$ cat config.mk
export PLATFORM = sky130hd
export DESIGN_NAME = neuron_weight_feeder
export DESIGN_NICKNAME = d
export VERILOG_FILES = /design/src/rtl/neuron_weight_feeder.sv
export SDC_FILE = /design/constraint.sdc
export NUM_CORES = 1
export LEC_CHECK = 0
export CAP_MARGIN = 20
export CORE_MARGIN = 2
export CORE_UTILIZATION = 49
export DETAILED_ROUTE_END_ITERATION = 8
export PLACE_DENSITY = 0.91
export SETUP_SLACK_MARGIN = 0.15
export SYNTH_ARGS = -nofsm -noshare
export SYNTH_HDL_FRONTEND = slang
export SYNTH_SLANG_ARGS = --single-unit
$ cat constraint.sdc
create_clock -name clk -period 4.4 [get_ports clk]
set_clock_uncertainty 0.2 [all_clocks]
set_input_delay 1.1 -clock clk [delete_from_list [all_inputs] [get_ports clk]]
set_output_delay 1.1 -clock clk [all_outputs]
set_load 0.02 [all_outputs]
$ cat src/rtl/neuron_weight_feeder.sv
// neuron_weight_feeder
//   Supply side of the neuron weight-stream interface. On a start pulse it latches a
//   job (base address, weight count, initial vmem), prefetches the weight list from a
//   synchronous memory through a 2-entry buffer, streams it to a PIF neuron on
//   readyMem, raises finished for a hold window, then captures the neuron's vmem and
//   spike and pulses done.
//
//   Optional feature: define FEEDER_UNDERFLOW_CNT_EN to build the saturating 8-bit
//   underflowCount; otherwise underflowCount is tied to 0.
//
// Ports
//   clk, reset        clock, synchronous active-high reset
//   start             one-cycle job request, accepted only in IDLE
//   baseAddr          first weight address (latched on start)
//   numWeights        number of weights, 0 allowed (latched on start)
//   vmemInit          initial membrane value (latched on start, driven on vmemIn)
//   memRdEn, memAddr  weight memory read strobe / address
//   memRdData         read data, valid the cycle after memRdEn
//   readyMem          neuron consumes weightData this cycle
//   weightData        buffer head, 0 when empty
//   vmemIn            latched vmemInit
//   finished          end-of-list indication to the neuron
//   neurVmem          neuron vmemOut
//   neurSpike         neuron spikeBuffer
//   busy              job in progress (STREAM, DRAIN, CAPTURE)
//   done              one-cycle pulse, results valid
//   vmemResult        captured neurVmem
//   spikeResult       captured neurSpike
//   underflow         sticky: readyMem seen while the buffer was empty
//   underflowCount    saturating underflow cycle count
module neuron_weight_feeder #(
  parameter int unsigned INTEGER_WIDTH  = 8,
  parameter int unsigned FRACTION_WIDTH = 8,
  parameter int unsigned DATA_WIDTH     = INTEGER_WIDTH + FRACTION_WIDTH,
  parameter int unsigned ADDR_WIDTH     = 10,
  parameter int unsigned FINISH_HOLD    = 4
) (
  input  logic                      clk,
  input  logic                      reset,
  input  logic                      start,
  input  logic [ADDR_WIDTH-1:0]     baseAddr,
  input  logic [ADDR_WIDTH-1:0]     numWeights,
  input  logic [DATA_WIDTH-1:0]     vmemInit,
  output logic                      memRdEn,
  output logic [ADDR_WIDTH-1:0]     memAddr,
  input  logic [FRACTION_WIDTH-1:0] memRdData,
  input  logic                      readyMem,
  output logic [FRACTION_WIDTH-1:0] weightData,
  output logic [DATA_WIDTH-1:0]     vmemIn,
  output logic                      finished,
  input  logic [DATA_WIDTH-1:0]     neurVmem,
  input  logic                      neurSpike,
  output logic                      busy,
  output logic                      done,
  output logic [DATA_WIDTH-1:0]     vmemResult,
  output logic                      spikeResult,
  output logic                      underflow,
  output logic [7:0]                underflowCount
);

  localparam int unsigned HoldW = $clog2(FINISH_HOLD + 1);

  typedef enum logic [2:0] {
    StIdle,
    StStream,
    StDrain,
    StCapture,
    StDone
  } state_e;

  state_e                    state_q, state_d;
  logic [ADDR_WIDTH-1:0]     base_q, num_q, issued_q, consumed_q;
  logic [DATA_WIDTH-1:0]     vmem_in_q, vres_q;
  logic                      spike_q, uf_q;
  logic [FRACTION_WIDTH-1:0] buf0_q, buf0_d, buf1_q, buf1_d;
  logic [1:0]                occ_q, occ_d, occ_after_pop;
  logic                      pend_q;
  logic [HoldW-1:0]          hold_q, hold_d;

  logic accept, pop, push, rd_en, uf_evt, in_stream;

  assign in_stream = (state_q == StStream);
  assign accept    = (state_q == StIdle) && start;
  assign pop       = in_stream && readyMem && (occ_q != 2'd0);
  assign push      = pend_q;
  assign uf_evt    = in_stream && readyMem && (occ_q == 2'd0) && (consumed_q < num_q);

  // The slot freed by this cycle's pop counts as available, so a continuously ready
  // neuron is served one weight per cycle despite the one-cycle memory latency.
  assign occ_after_pop = occ_q - {1'b0, pop};
  assign rd_en = in_stream && (issued_q < num_q) &&
                 (({1'b0, occ_after_pop} + {2'b00, pend_q}) < 3'd2);

  // Two-entry buffer: buf0 is the head; a pop shifts buf1 forward before the push lands.
  always_comb begin
    buf0_d = buf0_q;
    buf1_d = buf1_q;
    occ_d  = occ_q;
    if (pop) begin
      buf0_d = buf1_q;
      occ_d  = occ_q - 2'd1;
    end
    if (push) begin
      if (occ_d == 2'd0) begin
        buf0_d = memRdData;
      end else begin
        buf1_d = memRdData;
      end
      occ_d = occ_d + 2'd1;
    end
  end

  always_comb begin
    state_d = state_q;
    hold_d  = hold_q;
    case (state_q)
      StIdle: begin
        if (start) state_d = StStream;
      end
      StStream: begin
        if (consumed_q == num_q) begin
          state_d = StDrain;
          hold_d  = HoldW'(FINISH_HOLD);
        end
      end
      StDrain: begin
        hold_d = (hold_q != '0) ? hold_q - HoldW'(1) : '0;
        // The neuron must have released readyMem before results are sampled.
        if ((hold_d == '0) && !readyMem) state_d = StCapture;
      end
      StCapture: state_d = StDone;
      StDone:    state_d = StIdle;
      default:   state_d = StIdle;
    endcase
  end

  always_ff @(posedge clk) begin
    if (reset) begin
      state_q    <= StIdle;
      base_q     <= '0;
      num_q      <= '0;
      issued_q   <= '0;
      consumed_q <= '0;
      vmem_in_q  <= '0;
      vres_q     <= '0;
      spike_q    <= 1'b0;
      uf_q       <= 1'b0;
      buf0_q     <= '0;
      buf1_q     <= '0;
      occ_q      <= 2'd0;
      pend_q     <= 1'b0;
      hold_q     <= '0;
    end else begin
      state_q <= state_d;
      hold_q  <= hold_d;
      buf0_q  <= buf0_d;
      buf1_q  <= buf1_d;
      occ_q   <= occ_d;
      pend_q  <= rd_en;
      if (accept) begin
        base_q     <= baseAddr;
        num_q      <= numWeights;
        vmem_in_q  <= vmemInit;
        issued_q   <= '0;
        consumed_q <= '0;
        uf_q       <= 1'b0;
      end else begin
        if (rd_en)  issued_q   <= issued_q + ADDR_WIDTH'(1);
        if (pop)    consumed_q <= consumed_q + ADDR_WIDTH'(1);
        if (uf_evt) uf_q       <= 1'b1;
      end
      if (state_q == StCapture) begin
        vres_q  <= neurVmem;
        spike_q <= neurSpike;
      end
    end
  end

`ifdef FEEDER_UNDERFLOW_CNT_EN
  logic [7:0] uf_cnt_q;

  always_ff @(posedge clk) begin
    if (reset || accept) begin
      uf_cnt_q <= 8'd0;
    end else if (uf_evt && (uf_cnt_q != 8'hFF)) begin
      uf_cnt_q <= uf_cnt_q + 8'd1;
    end
  end

  assign underflowCount = uf_cnt_q;
`else
  assign underflowCount = 8'd0;
`endif

  assign memRdEn     = rd_en;
  assign memAddr     = base_q + issued_q;
  assign weightData  = (occ_q != 2'd0) ? buf0_q : '0;
  assign vmemIn      = vmem_in_q;
  assign finished    = (state_q == StDrain);
  assign busy        = (state_q == StStream) || (state_q == StDrain) || (state_q == StCapture);
  assign done        = (state_q == StDone);
  assign vmemResult  = vres_q;
  assign spikeResult = spike_q;
  assign underflow   = uf_q;

endmodule

Yosys cells after proc, flatten, opt, wreduce, memory -nomap -nowiden
Index checks and enable logic that the tools add are counted.
W data, S select, Z words.
{"block": "op_classes", "add_sub_neg": 8, "n_lt_le_gt_ge": 3, "n_eq_ne": 8, "n_mux": 13, "n_bitwise": 1, "reduce_logical": 22}
{"op": "$mux W8", "count": 4}
{"op": "$add A10 B1 Y10 const B", "count": 2}
{"op": "$lt A10 B10 Y1", "count": 2}
{"op": "$mux W3", "count": 5}
{"op": "$pmux W3 S4", "count": 1}
{"op": "$add A10 B10 Y10", "count": 1}
{"op": "$eq A10 B10 Y1", "count": 1}
{"op": "$logic_and A1 B1 Y1", "count": 8}
{"op": "$eq A3 B2 Y1 const B", "count": 2}
{"op": "$logic_not A3 Y1", "count": 2}
{"op": "$pmux W3 S2", "count": 1}
{"op": "$logic_not A2 Y1", "count": 2}
{"op": "$mux W2", "count": 2}
{"op": "$ne A2 B1 Y1 const B", "count": 2}
{"op": "$reduce_and A2 Y1", "count": 2}
{"op": "$reduce_bool A2 Y1", "count": 2}
{"op": "$add A2 B1 Y3", "count": 1}
{"op": "$eq A3 B1 Y1 const B", "count": 1}
{"op": "$eq A3 B3 Y1 const B", "count": 1}
{"op": "$lt A3 B2 Y1 const B", "count": 1}
{"op": "$reduce_and A3 Y1", "count": 1}
{"op": "$reduce_bool A3 Y1", "count": 1}
{"op": "$sub A3 B1 Y3 const B", "count": 1}
{"op": "$add A2 B1 Y2 const B", "count": 1}
{"op": "other kinds (7)", "count": 8}
{"block": "totals", "regBits": 99, "in_bits": 65, "out_inout_bits": 64, "wordCells": 69}

Longest topological paths before layout
Gate-level depths: netlist of run 1.
{"block": "logic_depth", "ltp_word": 7, "mapped_depth": 15, "mapped_depth_nobuf": 12}

Worst setup path before layout of run 1
Ideal clock, no wire load.
{"block": "synth_timing", "path_kind": "input to output", "start": "input readyMem", "end": "output memRdEn", "arrival_ps": 2742, "setup_slack_ps": 358, "cell_stages": 11, "path_buffers": 2, "cell_sequence": "nand4bb_4 nor2_8 buf_6 ha_1 inv_1 ha_1 a211oi_1 nand4_1 o21bai_4 a21oi_2 buf_4"}
{"block": "synth_via", "elab_chain_cells": 6}
{"element": "start: declaration", "line_no": "47", "source": "input logic readyMem,"}
{"element": "$logic_and A1 B1 Y1 (2 in series)", "line_no": "84", "source": "assign pop = in_stream && readyMem && (occ_q != 2'd0);"}
{"element": "named net pop", "line_no": "80", "source": "logic accept, pop, push, rd_en, uf_evt, in_stream;"}
{"element": "$sub A2 B1 Y2", "line_no": "90", "source": "assign occ_after_pop = occ_q - {1'b0, pop};"}
{"element": "$add A2 B1 Y3", "line_no": "92", "source": "(({1'b0, occ_after_pop} + {2'b00, pend_q}) < 3'd2);"}
{"element": "$lt A3 B2 Y1", "line_no": "92"}
{"element": "$logic_and A1 B1 Y1", "line_no": "91", "source": "assign rd_en = in_stream && (issued_q < num_q) &&"}
{"element": "end: declaration", "line_no": "44", "source": "output logic memRdEn,"}
The timed path passes the listed nets, and every way through them passes these cells.

Final worst setup path of run 1
{"block": "layout_timing", "start": "input readyMem", "end": "output memRdEn"}
{"block": "layout_via", "elab_chain_cells": 6}
{"element": "$logic_and A1 B1 Y1 (2 in series)", "line_no": "84"}
{"element": "$sub A2 B1 Y2", "line_no": "90"}
{"element": "$add A2 B1 Y3", "line_no": "92"}
{"element": "$lt A3 B2 Y1", "line_no": "92"}
{"element": "$logic_and A1 B1 Y1", "line_no": "91"}
Every way passes these cells.

==> results of run 1 <==
-- what timing repair did --
action | 4_1_cts | 5_1_grt
hold buffers | 0 | 0
buffers inserted | 1 | 0
gates resized for setup | 8 | 3
cloned | 0 | 0
endpoints found under the setup margin | 3 | 3
-- how the worst min path moves through the flow --
stage / slack (ns) / start / end
floorplan: 0.24 / num_q[1]$_SDFFE_PP0P_ / num_q[1]$_SDFFE_PP0P_
global placement: 0.24 / vmemIn[7]$_SDFFE_PP0P_ / vmemIn[7]$_SDFFE_PP0P_
detailed placement: 0.25 / vmemResult[3]$_SDFFE_PP0P_ / vmemResult[3]$_SDFFE_PP0P_
CTS: 0.26 / vmemIn[12]$_SDFFE_PP0P_ / vmemIn[12]$_SDFFE_PP0P_
global route: 0.27 / vmemResult[3]$_SDFFE_PP0P_ / vmemResult[3]$_SDFFE_PP0P_
finish: 0.26 / vmemIn[12]$_SDFFE_PP0P_ / vmemIn[12]$_SDFFE_PP0P_
-- synthesized netlist by cell type, drive strengths merged (2+ instances only) --
master and n:
nor3 6, dfxtp 99, mux2 2, o21ai 12, buf 18, nand2 129, nor4b 2, nor2b 17
a2111oi 3, a21o 3, o211ai 2, a31o 3, nand3 3, o21a 2, or3 5, and3 2
a31oi 2, nand2b 6, and2 4, inv 22, a21oi 71, nor3b 2, mux2i 19, ha 36
o21bai 3, xnor2 14, nand4 9, a211oi 12, clkbuf 18, nor2 50, xor2 4
-- routing by layer --
metal	routed length (um)	share of wire
met1	4760	0.39
met2	6200	0.51
met3	827	0.068
met4	297	0.025
met5	0	0
-- layout make-up --
cell class / count / area (sq um)
timing repair buffer: 131 / 1280
tap: 133 / 166
multi-input combinational: 440 / 2740
inverter: 22 / 82.6
clock inverter: 6 / 76.3
clock buffer: 10 / 138
sequential: 99 / 1980
fill: 807 / 3360
-- placed cells by master, fill, tap and decap left out, drive strengths merged, types with 3 or more instances in the layout --
cell type / count
xnor2: 14
xor2: 4
a31o: 3
nand4: 9
or3: 5
o21ai: 12
and2: 4
nor2b: 17
o21bai: 3
nand2b: 6
conb: 8
buf: 13
a21o: 3
a2111oi: 3
nor3: 6
nor2: 50
a211oi: 12
inv: 26
dfxtp: 99
nand3: 3
a21oi: 71
clkbuf: 10
clkdlybuf4s50: 113
nand2: 129
mux2i: 19
dlygate4sd2: 3
ha: 36
-- cell families (layout without fill, tap and decap cells) --
kind of cell               Yosys count  count (layout)
adders and majority gates           37              37
xor gates and xnor gates            18              18
muxes                               21              21
buffers and inverters               58             169
other                                1               8
AOI/OAI and AO/OA                  116             116
and+or+nand+nor                    240             240
DFF                                 99              99
-- through the flow --
stage	total power [uW]	cell area (sq um)	util	setup slack (ns)
after CTS	2140	6450	0.657	0.195
after floorplan	1320	4990	-	0.358
final	2130	6460	0.658	0.223
after detailed placement	1520	6230	0.635	-0.488
after global placement	1490	6230	0.635	-0.425
after global routing	2230	6460	0.658	0.0869
-- state kept, by name, summed over array words and instances, names as in the netlist, 2 cells and up --
name,flops
base_q,10
occ_q,2
hold_q,3
buf1_q,8
num_q,10
vmemResult,16
issued_q,10
vmemIn,16
buf0_q,8
consumed_q,10
state_q,3
-- power breakdown --
group / total [uW] / internal, uW / switching, uW / leakage [uW]
Combinational: 511 / 232 / 278 / 0.00161
Clock: 627 / 290 / 338 / 0.000110
Sequential: 992 / 952 / 39.8 / 0.000805
Total: 2130 / 1470 / 656 / 0.00252
-- critical path: stages --
cell	delay (ns)
dlygate4sd2_1	0.27
nand4bb_4	0.14
nor2_8	0.04
ha_1	0.29
inv_1	0.05
ha_1	0.18
a211oi_1	0.17
nand4_1	0.12
o21bai_4	0.21
a21oi_4	0.15
buf_4	0.16
==> summary.md, run 1 <==
| Metric | Value |
|---|---|
| Final period util | 0.949 |
| # port buffers | 120 |
| Total congestion overflow | 0 |
| Number of library cell types mapped by synthesis | 53 |
| Fin crit period | 4.18 ns |
| Simple-Gate Fraction of Synth Area | 0.229 |
| Post-synth EDFFs | 0 |
| Mapped Area | 4960 sq um |
| Syn-to-layout area delta | 30.3% |
| Top Usage Layer GRT | met2 |
| Final Wtd Congestion | 0.948 |
| Register bit total from synthesis | 99 |
| First-pass GRT wire length | 20300 um |
| Post-synth top area cell | dfxtp_1 |
| Drt via density | 5.28 |
| Critical Path Start | readyMem |
| Status | finished clean |
| Routed vias | 4440 |
| Pwr per Cell Area | 330 nW/um^2 |
| Worst-Margin Slew | 0.844 ns |
| Per-cell routed wire length | 14.4 um |
| Row cnt | 36 |
| Synth top area cells | dfxtp_1 40%, nand2_1 9.7%, ha_1 9.1%, a21oi_1 6.9%, mux2i_1 3.8% |
| Io pins | 129 |
| Initial Util | 0.505 |
| Final Hold Vio Count | 0 |
| # setup viols final | 0 |
| Leak pwr | 0.00252 uW |
| DR pass1 iterations | 4 |
| Die ar. | 10900 sq um |
| Grt met3 use | 0.0667 |
| Min Hold Slack | 0.258 ns |
| RR Startpoint | state_q[2]$_SDFFE_PP0P_ |
| MaxCap Viol Count | 0 |
| Largest net degree at the start of global routing | 80 |
| Post-synthesis xor/xnor area fraction | 0.0318 |
| TritonCTS Buffers | 9 |
| Layout cell share with drive strength beyond 1 | 0.0720 |
| Final Slew Violations | 0 |
| GR Util met2 | 0.406 |
| Die Y | 105 um |
| Ys async rst share | 0 |
| HPWL after DPL | 8890 um |
| Crit end category | primary output |
| Adder-Cell Fraction of Synth Area | 0.0949 |
| Hold Path Class | flip-flop to flip-flop |
| Synth Flop Type | dfxtp_1 |
| # placed instances | 824 |
| Vias in the first global route | 4530 |
| CTS Sinks | 99 |
| Critical path fanouts, max | 2 |
| Worst setup path class | primary input to primary output |
| Clock Latency Late Sink | 0.37 ns |
| Compound-Gate Fraction of Synth Area | 0.147 |
| R2R cell count | 13 |
| Reg clk slew, reported paths | 0.09 ns |
| VDD IR max | 0.210 mV |
| Met1 GRT Util | 0.242 |
| Post-Synthesis Cells | 590 |
| WP data arrival | 2.88 ns |
| FMAX | 239 MHz |
| Syn_area_per_cell | 8.41 sq um |
| Drt first-iter violations | 98 |
| # DRC | 0 |
| Setup TNS | 0 ns |
| Initial antenna violation count | 0 |
| Top cell type's share of synthesized area | 0.400 |
| Crit start category | primary input |
| Reg-to-reg setup timing slack | 1.52 ns |
| Synth Warn # | 0 |
| Fin nets | 805 |
| Chip Width | 105 um |
| ANT nets after route | 0 |
| Critical path destination | memRdEn |
| H-tree lvl count | 3 |
| CTS Root Buffer Type | clkbuf_8 |
| End of the worst register-to-register path | issued_q[2]$_SDFFE_PP0P_ |
| Core area | 9820 sq um |
| CTS tree | done |
| GRT Util Overall | 0.224 |
| Seq/Total Area, Yosys | 0.400 |
| RSZ-0062 raised after global routing | true |
| Worst path required time | 3.10 ns |
| Layout Cells excl Fill | 841 |
| Slew HR | 0.437 |
| Main combinational cell family by area after synthesis | simple AND/OR/NAND/NOR gates |
| Hold path depth | 2 |
| Max clock buf depth | 2 |
| Diode count | 0 |
| Mux cell area share after synthesis | 0.0429 |
| Routed wire length | 12100 um |
No activity file was read; power rests on OpenSTA's default activity.
==> run 2, diff against run 1 <==
PLACE_DENSITY = not set   (was 0.91)
PLACE_DENSITY_LB_ADDON = 0.2   (was not set)
==> run 2 against run 1 <==
Compared with the run above: routed wire length increased by 1.1%; combinational power increased by 0.8%; hold slack got worse by 0.0023 ns; clock power decreased by 4.1%; first-iteration DRC count increased by 37%.
==> summary.md, run 2 (synthesis results as in run 1) <==
| Metric | Value |
|---|---|
| Status | finished clean |
| # setup viols final | 0 (unchanged) |
| Clock Latency Late Sink | 0.36 ns (about the same) |
| Final Wtd Congestion | 0.832 (-12%) |
| First-pass GRT wire length | 20400 um (+0.17%) |
| Initial Util | 0.505 (unchanged) |
| Layout cell share with drive strength beyond 1 | 0.0776 (+0.00554) |
| Per-cell routed wire length | 14.5 um (+0.96%) |
| Syn-to-layout area delta | 30.5% |
| Pre-CTS setup slack | -0.424 ns (+0.0641 ns) |
| Crit path largest cell delay | 0.27 ns (-0.02 ns) |
| Die ar. | 10900 sq um (unchanged) |
| Crit-path slowest cell | dlygate4sd2_1 |
| DR pass1 iterations | 4 (unchanged) |
| Hold Path Class | flip-flop to flip-flop |
| Largest net degree at the start of global routing | 48 (-40%) |
| RSZ-0062 raised after global routing | false |
| Layout Cells excl Fill | 842 (+0.12%) |
| Pwr per Cell Area | 325 nW/um^2 (-1.4%) |
| ANT nets after route | 0 (unchanged) |
| Final Hold Vio Count | 0 (unchanged) |
| CTS tree | done |
| Setup TNS | 0 ns (unchanged) |
| Critical path fanouts, max | 2 (unchanged) |
| GRT Util Overall | 0.229 (+0.00485) |
| FMAX | 243 MHz (+1.4%) |
| Min setup slack post-route | 0.281 ns (+0.0586 ns) |
| Worst-Margin Slew | 0.838 ns (-0.00631 ns) |
| # port buffers | 120 (unchanged) |
| HPWL after DPL | 9030 um (+1.6%) |
| NetSw | 626 uW (-4.6%) |
| Drt first-iter violations | 134 (+37%) |
| CTS Sinks | 99 (unchanged) |
| Routed wire length | 12200 um (+1.1%) |
| Min Hold Slack | 0.256 ns (-0.00227 ns) |
| Die Y | 105 um (unchanged) |
| VDD IR max | 0.207 mV (-1.5%) |
| WP data arrival | 2.82 ns (-0.06 ns) |
| Clock power share | 0.285 (-0.010) |
| Final Slew Violations | 0 (unchanged) |
| Fin nets | 806 (+0.12%) |
| # DRC | 0 (unchanged) |
| Crit start category | primary input |
| Pint | 1480 uW (+0.29%) |
| Slew HR | 0.442 (+0.00421) |
| Filler cells | 878 (+8.8%) |
| Worst setup path class | primary input to primary output |
| H-tree lvl count | 3 (unchanged) |
| Initial antenna violation count | 0 (unchanged) |
| Final period util | 0.936 (-0.0133) |
| Logic gate share of total power | 0.245 (+0.005) |
| Fin crit period | 4.12 ns (-0.0586 ns) |
| Diode count | 0 (unchanged) |
| Post-layout util | 0.659 (+0.00102) |
| Sw frac | 0.297 (-0.0106) |
| Commonest non-fill, non-tap cell in the layout | nand2_1 |
| Total congestion overflow | 0 (unchanged) |
| Crit end category | primary output |
| Worst path required time | 3.10 ns (about the same) |
| Row cnt | 36 (unchanged) |
| TritonCTS Buffers | 9 (unchanged) |
| Routed vias | 4364 (-1.7%) |
| CTS Root Buffer Type | clkbuf_8 |
| Io pins | 129 (unchanged) |
| # placed instances | 824 (unchanged) |
| Max clock buf depth | 2 (unchanged) |
| Leak pwr | 0.00252 uW (about the same) |
| Chip Width | 105 um (unchanged) |
| Core area | 9820 sq um (unchanged) |
| Drt via density | 5.18 (-1.8%) |
| MaxCap Viol Count | 0 (unchanged) |
| Vias in the first global route | 4231 (-6.6%) |
| Flop pwr share | 0.470 (+0.004) |
| Critical-path cell list | dlygate4sd2_1, nand4bb_4, nor2_8, ha_4, inv_1, ha_1, a211oi_2, nand4_1, o21bai_4, a21oi_2, buf_4 |
| Reg clk slew, reported paths | 0.09 ns (about the same) |
| Most frequent cells in the layout | 128 x nand2_1, 113 x clkdlybuf4s50_1, 97 x dfxtp_1, 68 x a21oi_1, 46 x nor2_1 |
## run 2: power groups by stage
stage | Clock (uW) | Combinational, uW | Sequential, uW
after CTS | 618 | 515 | 988
after global routing | 661 | 568 | 996
after global placement | 0 | 497 | 1010
after detailed placement | 0 | 513 | 1010
final | 601 | 515 | 988
after floorplan | 0 | 297 | 1020
## run 2: per-layer routing
| metal | up-vias | GRT usage | part of all wire |
|---|---|---|---|
| met1 | 2051 | 0.264 | 0.43 |
| met5 | - | 0 | 0 |
| met3 | 13 | 0.0686 | 0.060 |
| met4 | 0 | 0.0905 | 0.014 |
| met2 | 100 | 0.397 | 0.50 |
| li1 | 2200 | - | - |
## run 2: worst paths after layout
check	start	to	slack, ns	cells after the start
max	readyMem	memRdEn	0.28	11
max reg2reg	occ_q[1]$_SDFF_PP0_	buf0_q[4]$_SDFF_PP0_	1.64	9
min	vmemIn[5]$_SDFFE_PP0P_	vmemIn[5]$_SDFFE_PP0P_	0.26	2
min reg2reg	vmemIn[5]$_SDFFE_PP0P_	vmemIn[5]$_SDFFE_PP0P_	0.26	2
## run 2: cell type report
type                            count  area (sq um)  share of cell area
Multi-Input combinational cell    440          2750               0.425
Sequential cell                    99          1980               0.307
Timing Repair Buffer              132          1280               0.199
Tap cell                          133           166              0.0257
Clock buffer                       12           155              0.0240
Inverter                           22          82.6              0.0128
Clock inverter                      4          48.8             0.00754
## run 2: timing repair
item,CTS,global route
buffers inserted,1,1
endpoints found under the setup margin,3,3
hold endpoints to repair,0,0
hold buffers,0,0
pin swaps,1,0
resized for setup,8,6
## run 2: worst max-delay path: cells and delay by family
| family | cells | cell delay (ns) |
|---|---|---|
| AOI/OAI and AO/OA | 3 | 0.50 |
| buffers and inverters | 3 | 0.48 |
| adders and majority gates | 2 | 0.44 |
| and+or+nand+nor | 3 | 0.29 |
## run 2: metrics by stage
step / power [uW] / instance area, sq um
after global placement: 1500 / 6230
after global routing: 2220 / 6470
after detailed placement: 1520 / 6230
after floorplan: 1320 / 4990
final: 2100 / 6470
after CTS: 2120 / 6440
==> run 3, diff against run 2 <==
TNS_END_PERCENT = 10   (was not set)
==> run 3 against run 2 <==
Compared with the run above: sequential cell count unchanged; design area decreased by 0.39%; non-clock buffer count shrank 1; critical path depth down 3; clock power about the same; hold slack about the same; sequential power is essentially flat; critical path type is now flip-flop to primary output.
==> summary.md, run 3 (synthesis results as in run 1) <==
| Metric | Value |
|---|---|
| CTS Sinks | 99 (unchanged) |
| Reg clk slew, reported paths | 0.10 ns (about the same) |
| Most frequent cells in the layout | 128 x nand2_1, 116 x clkdlybuf4s50_1, 97 x dfxtp_1, 68 x a21oi_1, 46 x nor2_1 |
| Row cnt | 36 (unchanged) |
| DR pass1 iterations | 4 (unchanged) |
| Fin nets | 805 (-0.12%) |
| Routed vias | 4359 (-0.11%) |
| End of the worst register-to-register path | buf0_q[4]$_SDFF_PP0_ |
| Final Slew Violations | 0 (unchanged) |
| H-tree lvl count | 3 (unchanged) |
| Die ar. | 10900 sq um (unchanged) |
| Leak pwr | 0.00249 uW (-1.2%) |
| Drt first-iter violations | 138 (+3.0%) |
| Syn-to-layout area delta | 30.0% |
| Worst path required time | 3.10 ns (about the same) |
| # setup viols final | 0 (unchanged) |
| ANT nets after route | 0 (unchanged) |
| Commonest non-fill, non-tap cell in the layout | nand2_1 |
| # placed instances | 824 (unchanged) |
| Crit start category | flip-flop |
| GRT Util Overall | 0.229 (-0.000264) |
| Drt via density | 5.18 (about the same) |
| Clock Latency Late Sink | 0.36 ns (about the same) |
| Pint | 1480 uW (about the same) |
| Crit end category | primary output |
| TritonCTS Buffers | 9 (unchanged) |
| Flop pwr share | 0.470 (about the same) |
| Worst-Margin Slew | 0.836 ns (-0.00166 ns) |
| NetSw | 623 uW (-0.43%) |
| Slew HR | 0.443 (+0.00111) |
| Filler cells | 879 (+0.11%) |
| Core area | 9820 sq um (unchanged) |
| # port buffers | 120 (unchanged) |
| Die Y | 105 um (unchanged) |
| Sw frac | 0.297 (-0.000745) |
| FMAX | 240 MHz (-1.3%) |
| Clock power share | 0.286 (about the same) |
| Layout cell share with drive strength beyond 1 | 0.0734 (-0.00413) |
| Critical Path Start | issued_q[1]$_SDFFE_PP0P_ |
| Post-layout util | 0.657 (-0.00255) |
| Logic gate share of total power | 0.244 (about the same) |
| First-pass GRT wire length | 20400 um (about the same) |
| Final Hold Vio Count | 0 (unchanged) |
| HPWL after DPL | 9030 um (unchanged) |
| FF+latch area | 1980 sq um (unchanged) |
| Per-cell routed wire length | 14.4 um (-0.50%) |
| Layout Cells excl Fill | 841 (-0.12%) |
| Critical path fanouts, max | 6 (+4) |
| Critical path destination | memAddr[9] |
| Reg-to-reg setup timing slack | 1.67 ns (+0.03 ns) |
| # DRC | 0 (unchanged) |
| Hold_sp | vmemIn[5]$_SDFFE_PP0P_ |
| Chip Width | 105 um (unchanged) |
| Initial antenna violation count | 0 (unchanged) |
| Total congestion overflow | 0 (unchanged) |
| Pwr per Cell Area | 326 nW/um^2 (+0.21%) |
| Area of the multi-input gates | 2730 sq um (-0.64%) |
| Status | finished clean |
| CTS tree | done |
| Largest net degree at the start of global routing | 48 (unchanged) |
| Final Wtd Congestion | 0.832 (unchanged) |
| MaxCap Viol Count | 0 (unchanged) |
| R2R cell count | 9 (unchanged) |
| Max clock buf depth | 2 (unchanged) |
| Worst setup path class | flip-flop to primary output |
| RR Startpoint | occ_q[1]$_SDFF_PP0_ |
| Initial Util | 0.505 (unchanged) |
| Final period util | 0.948 (+0.0119) |
| Vias in the first global route | 4231 (unchanged) |
| Diode count | 0 (unchanged) |
| WP data arrival | 2.87 ns (+0.05 ns) |
| CTS Root Buffer Type | clkbuf_8 |
| Io pins | 129 (unchanged) |
| Hold Path Class | flip-flop to flip-flop |
| Setup TNS | 0 ns (unchanged) |
| RSZ-0062 raised after global routing | true |
| VDD IR max | 0.205 mV (-1.2%) |
| Fin crit period | 4.17 ns (+0.0524 ns) |
| Routed wire length | 12100 um (-0.62%) |
-- run 3: cell count changes in the layout (fill, tap and decap cells not counted), sizes merged --
cell	delta
buf	-1
clkdlybuf4s50	+3
dlygate4sd2	-2
dlymetal6s2s	-1
-- run 3: power groups by stage --
stage          combinational (uW)  sequential, uW  clock [uW]
4_1_cts                       516             988         618
2_1_floorplan                 297            1020           0
5_1_grt                       565             996         661
3_5_place_dp                  513            1010           0
6_report                      512             988         600
3_3_place_gp                  497            1010           0
-- run 3: worst min path at each step --
stage                                  end  slack [ns]  cells past startpoint
2_1_floorplan        num_q[1]$_SDFFE_PP0P_        0.24                      2
3_3_place_gp        vmemIn[3]$_SDFFE_PP0P_        0.24                      2
3_5_place_dp        vmemIn[5]$_SDFFE_PP0P_        0.25                      2
4_1_cts             vmemIn[5]$_SDFFE_PP0P_        0.26                      2
5_1_grt        vmemResult[13]$_SDFFE_PP0P_        0.27                      2
6_report            vmemIn[5]$_SDFFE_PP0P_        0.26                      2
-- run 3: area by class of cell --
class | count | area share
Multi-Input combinational cell | 440 | 0.424
Sequential cell | 99 | 0.308
Timing Repair Buffer | 131 | 0.198
Tap cell | 133 | 0.0258
Clock buffer | 12 | 0.0241
Inverter | 22 | 0.0128
Clock inverter | 4 | 0.00757
-- run 3: metrics by stage --
step                      area (sq um)  worst slack [ns]  hold WS [ns]  total power [uW]
after floorplan                   4990             0.358         0.236              1320
after global placement            6230            -0.386         0.241              1500
after detailed placement          6230            -0.424         0.246              1520
after CTS                         6440             0.125         0.258              2120
after global routing              6450            0.0128         0.274              2220
final                             6450             0.229         0.256              2100
-- run 3: layer usage --
metal,up-vias,track usage,part of all wire,wire (um)
li1,2201,-,-,-
met1,2036,0.264,0.42,5130
met2,105,0.396,0.50,6030
met3,17,0.0686,0.063,764
met4,0,0.0905,0.017,212
met5,-,0,0,0
-- run 3: worst max-delay path: stages, from the launching register on --
cell and delay, ns:
dfxtp_2 0.37, ha_1 0.29, a21oi_2 0.19, o211ai_1 0.16
a2111oi_2 0.44, o21bai_1 0.12, a21oi_1 0.18, xnor2_1 0.14
clkdlybuf4s50_1 0.62
-- run 3: repair_timing --
action | 4_1_cts | 5_1_grt
setup endpoints to repair | 3 | 5
hold buffers | 0 | 0
gates resized for setup | 6 | 3
pin swaps | 1 | 0
setup buffers | 1 | 0
